--- src/rtl/pipe_catch.sv ---
// pipe_catch: credit-gated catch FIFO for a fixed-latency, non-stallable pipe; LAT-cycle pipe, show-ahead output.
// Backpressure: down_ready stalls the FIFO and withholds credits, so up_ready drops before a return can overflow.
// Optional PIPE_CATCH_CHECK_EN adds a LAT-deep issue shadow that flags late, early or spurious returns on err.
module pipe_catch #(
   parameter int LAT   = 4,
   parameter int DSIZE = 32,
   parameter int DEPTH = 8,
   localparam int CW   = $clog2(DEPTH + 1)
) (
   input  logic             clock,
   input  logic             rst,
   input  logic             up_valid,
   output logic             up_ready,
   input  logic             pipe_out_valid,
   input  logic [DSIZE-1:0] pipe_out_data,
   output logic             down_valid,
   output logic [DSIZE-1:0] down_data,
   input  logic             down_ready,
   output logic [CW-1:0]    credit,
   output logic             ovf,
   output logic             err
);

   localparam int AW = $clog2(DEPTH);
   localparam logic [CW-1:0] DEPTH_C = CW'(DEPTH);
   localparam logic [AW-1:0] LAST    = AW'(DEPTH - 1);

   logic [CW-1:0]    inflight, inflight_nxt;
   logic [CW-1:0]    fifo_cnt, fifo_cnt_nxt;
   logic [AW-1:0]    wptr, rptr;
   logic [DSIZE-1:0] mem [DEPTH];
   logic [CW:0]      occ;
   logic             issue, pop, push, full, drop;
   logic             ovf_q;

   assign occ        = {1'b0, fifo_cnt} + {1'b0, inflight};
   assign up_ready   = occ < {1'b0, DEPTH_C};
   assign credit     = DEPTH_C - fifo_cnt - inflight;
   assign down_valid = fifo_cnt != '0;
   assign down_data  = mem[rptr];
   assign ovf        = ovf_q;

   assign issue = up_valid & up_ready;
   assign pop   = down_valid & down_ready;
   assign full  = fifo_cnt == DEPTH_C;
   // A same-cycle pop frees the head slot, so a return is always accepted then.
   assign push  = pipe_out_valid & (~full | pop);
   assign drop  = pipe_out_valid & full & ~pop;

   always_comb begin
      inflight_nxt = inflight;
      if (issue && !pipe_out_valid)
         inflight_nxt = inflight + 1'b1;
      else if (!issue && pipe_out_valid && inflight != '0)
         inflight_nxt = inflight - 1'b1;
   end

   always_comb begin
      fifo_cnt_nxt = fifo_cnt;
      case ({push, pop})
         2'b10:   fifo_cnt_nxt = fifo_cnt + 1'b1;
         2'b01:   fifo_cnt_nxt = fifo_cnt - 1'b1;
         default: fifo_cnt_nxt = fifo_cnt;
      endcase
   end

   always_ff @(posedge clock or posedge rst) begin
      if (rst) begin
         inflight <= '0;
         fifo_cnt <= '0;
         wptr     <= '0;
         rptr     <= '0;
         ovf_q    <= 1'b0;
      end else begin
         inflight <= inflight_nxt;
         fifo_cnt <= fifo_cnt_nxt;
         if (push)
            wptr <= (wptr == LAST) ? '0 : wptr + 1'b1;
         if (pop)
            rptr <= (rptr == LAST) ? '0 : rptr + 1'b1;
         if (drop)
            ovf_q <= 1'b1;
      end
   end

   always_ff @(posedge clock) begin
      if (push)
         mem[wptr] <= pipe_out_data;
   end

`ifdef PIPE_CATCH_CHECK_EN
   logic [LAT-1:0] iss_sr;
   logic           err_q;

   // Shadow of the pipe: its oldest bit must match every return exactly.
   always_ff @(posedge clock or posedge rst) begin
      if (rst) begin
         iss_sr <= '0;
         err_q  <= 1'b0;
      end else begin
         iss_sr <= (iss_sr << 1) | LAT'(issue);
         if ((iss_sr[LAT-1] != pipe_out_valid) || (pipe_out_valid && inflight == '0))
            err_q <= 1'b1;
      end
   end

   assign err = err_q;
`else
   assign err = 1'b0;
`endif

endmodule

--- config.mk ---
export PLATFORM = sky130hd
export DESIGN_NAME = pipe_catch
export DESIGN_NICKNAME = d
export VERILOG_FILES = /design/src/rtl/pipe_catch.sv
export SDC_FILE = /design/constraint.sdc
export NUM_CORES = 1
export LEC_CHECK = 0
export ABC_AREA = 1
export BUFFER_PORTS_ARGS = -buffer_cell sky130_fd_sc_hd__buf_2
export CAP_MARGIN = 20
export CORE_UTILIZATION = 56
export CTS_BUF_LIST = sky130_fd_sc_hd__clkbuf_8
export DETAILED_ROUTE_END_ITERATION = 16
export GPL_ROUTABILITY_DRIVEN = 0
export PLACE_DENSITY = 0.82
export SKIP_CTS_REPAIR_TIMING = 1
export SLEW_MARGIN = 40
export SYNTH_ARGS = -nofsm -noshare
export SYNTH_HDL_FRONTEND = slang
export SYNTH_SLANG_ARGS = --single-unit
--- constraint.sdc ---
create_clock -name clock -period 2.4 [get_ports clock]
set_input_delay 0.24 -clock clock [delete_from_list [all_inputs] [get_ports clock]]
set_output_delay 0.24 -clock clock [all_outputs]
set_load 0.05 [all_outputs]
==> impl_metrics.ini <==
[outcome]
status = complete, but fails checks
violations = hold timing, setup timing

[sta]
max_freq_mhz = 386
rsz0062_at_grt = yes
relSlewSlack_pct = 59.9
worst_slew_pin_slew_ns = 0.600
period_share_pct = 108
layout_min_cycle_time_ns = 2.59
setup-tns-final_ns = -0.189
drv_slew = 0
setup_ws_ns = -0.189
setup_viol = 1
hold_violations = 10
skew_ns = 0.0315
whs_ns = -0.0169

[synth]
synthArstFlopShare_pct = 5.54
ys_seq_area_share_pct = 72.7
synthTopCellsByCount = edfxtp_1, nor2_1, nand2_1
synth_most_common_cell = edfxtp_1
avgSynthCellArea_um2 = 12.8
ys_warn_count = 0
synthDistinctLibCells = 30
synth_top_cells_by_area = edfxtp_1, o21ai_0, nor2_1, nand2_1, dfrtp_1
synth_area_mm2 = 0.0111
syn_nets = 923
yosys.area.top_type = edfxtp_1
syn_inst = 866
synth_top_area_share_pct = 69.4
synth_top_flop_cell = edfxtp_1
synth-edff-count = 256
ys_ff_latch = 271

[floorplan]
start_util_pct = 57.0
die_w_um = 143
core_mm2 = 0.0195
die_area_mm2 = 0.0204
rows = 51
num_io_pins = 77
die_h_um = 143

[setup_path]
critPathLaunchType = flop
crit_required_ns = 2.16
critPathKind = reg2out
worst_ep_arrival_time_ns = 2.35
crit_start = fifo_cnt[2]
path_max_fanout = 5
r2r-start = inflight[3]
worst_setup_path_end_kind = primary output

[layout]
fillers = 1261
n_antenna_cell = 0
drive_above_1_share_pct = 19.3
fin_area_mm2 = 0.0134
instances_no_fill = 1313
area_growth_pct = 20.8
finalNetCount = 1072

[grt]
grt_usage_pct = 22.3
grt_pass1_wl_um = 34300
antenna_found_initial = 1
grt_remaining_overflow = 0
grt_start_max_net_pins = 100
grt_pass1_vias = 6834

[detailed_routing]
avgRoutedWirePerCell_um = 19.6
firstDrtPassIters = 5
drc = 0
drt_iter0_markers = 669
antenna_left = 0
vias = 7474
totalWireLength_um = 25700
viasPerCell = 5.69

[place]
dp.cells = 1190
hpwl_um = 13000
io_buffers = 75
placed_area_mm2 = 0.0119

[power]
ir_worst_vdd_v = 0.00131
powerDensity_mw_per_mm2 = 1410
p_leak_uw = 0.00504
total_power_uw = 18900

[clocking]
clock_tree.htree_level_count = 2
cts_root_buf = clkbuf_8
worstSkewPairLatency_ns = 0.56
cts_tree = done
cts_buffers = 42
clk_path_buf_depth = 3
cts_sinks = 271
clk_pin_slew_ns = 0.06

[min_path]
min_path_type = in2reg
worstHoldStart = pipe_out_data[27]

[job]
maxCapViolations = 0
==> where the power goes <==
| group | switching, µW | internal [µW] |
|---|---|---|
| Sequential | 326 | 5950 |
| Combinational | 6260 | 3010 |
| Clock | 1700 | 1670 |
==> metal layers <==
layer  GRT usage, %  wire, µm  vias to the layer above  part of all wire, %
li1               -         -                     3394                    -
met5              0        10                        -                0.039
met2           39.5     13100                      402                   51
met3           4.56      2100                       61                  8.2
met1           27.0      9740                     3615                   38
met4           8.43       733                        2                  2.9
==> per-stage QoR <==
| stage | setup WS, ns | util [%] | hold WS (ns) |
|---|---|---|---|
| 2_1_floorplan | -0.212 | - | 0.141 |
| 3_3_place_gp | 0.166 | 61.2 | 0.347 |
| 6_report | -0.189 | 68.8 | -0.0169 |
| 3_5_place_dp | 0.0711 | 61.2 | 0.346 |
| 5_1_grt | -0.284 | 68.8 | -0.0224 |
| 4_1_cts | -0.371 | 64.9 | -0.234 |
==> path summary, 6_finish.rpt <==
| path | endpoint | depth (start not counted) | slack (ns) |
|---|---|---|---|
| min in group asynchronous | inflight[3] | 3 | 0.30 |
| max in group asynchronous | rptr[1] | 3 | 1.64 |
| setup / recovery | credit[3] | 7 | -0.19 |
| hold reg to reg | ovf | 1 | 0.49 |
| hold / removal | mem[2][27] | 1 | -0.02 |
| setup reg to reg | inflight[2] | 10 | 0.10 |
==> cell type report <==
class                      instances  area, µm²  share of cell area, %
sequential                       271       8070                   60.3
multi-input combinational        520       2810                   20.9
clock buffer                      43        592                   4.42
timing repair buffer             151       1340                   9.98
inverter                          29        114                  0.850
tap                              265        332                   2.48
clock inverter                    34        139                   1.04
==> logic make-up (layout without fill, tap and decap cells) <==
kind of cell / count (synthesis) / after routing / share of synthesized area [%]
AOI/OAI and AO/OA: 173 / 173 / 8.21
and+or+nand+nor: 288 / 288 / 9.93
buffers and inverters: 75 / 257 / 3.26
xor gates and xnor gates: 6 / 6 / 0.474
other: 1 / 1 / 0.0338
adders and majority gates: 20 / 20 / 2.46
muxes: 32 / 32 / 2.89
DFF: 271 / 271 / 72.7
==> critical path: stages (launching register included) <==
cell and delay, ns:
dfrtp_1 0.44, inv_2 0.09, ha_4 0.27, inv_1 0.05, fa_2 0.40, xnor2_2 0.23, xor2_2 0.16, buf_6 0.17
==> cell usage in the layout, fill, tap and decap left out, drive strengths merged <==
cell,synthesis,layout
nand4,1,1
o21bai,1,1
o21ai,136,136
dlygate4sd3,0,29
mux2i,32,32
nand3b,1,1
clkinv,0,17
and2,1,1
a21oi,3,3
edfxtp,256,256
nand3,7,7
conb,1,1
xor2,3,3
clkbuf,22,59
or2,1,1
inv,29,46
nor2,143,143
dfrtp,15,15
xnor2,3,3
nand2,134,134
fa,3,3
buf,24,106
ha,17,17
o22ai,33,33
==> registers in the layout (all words and copies together), names as in the netlist <==
signal and count:
rptr 3, wptr 3, ovf 1, inflight 4, mem 256, fifo_cnt 4
No activity file was read; power rests on OpenSTA's default activity.
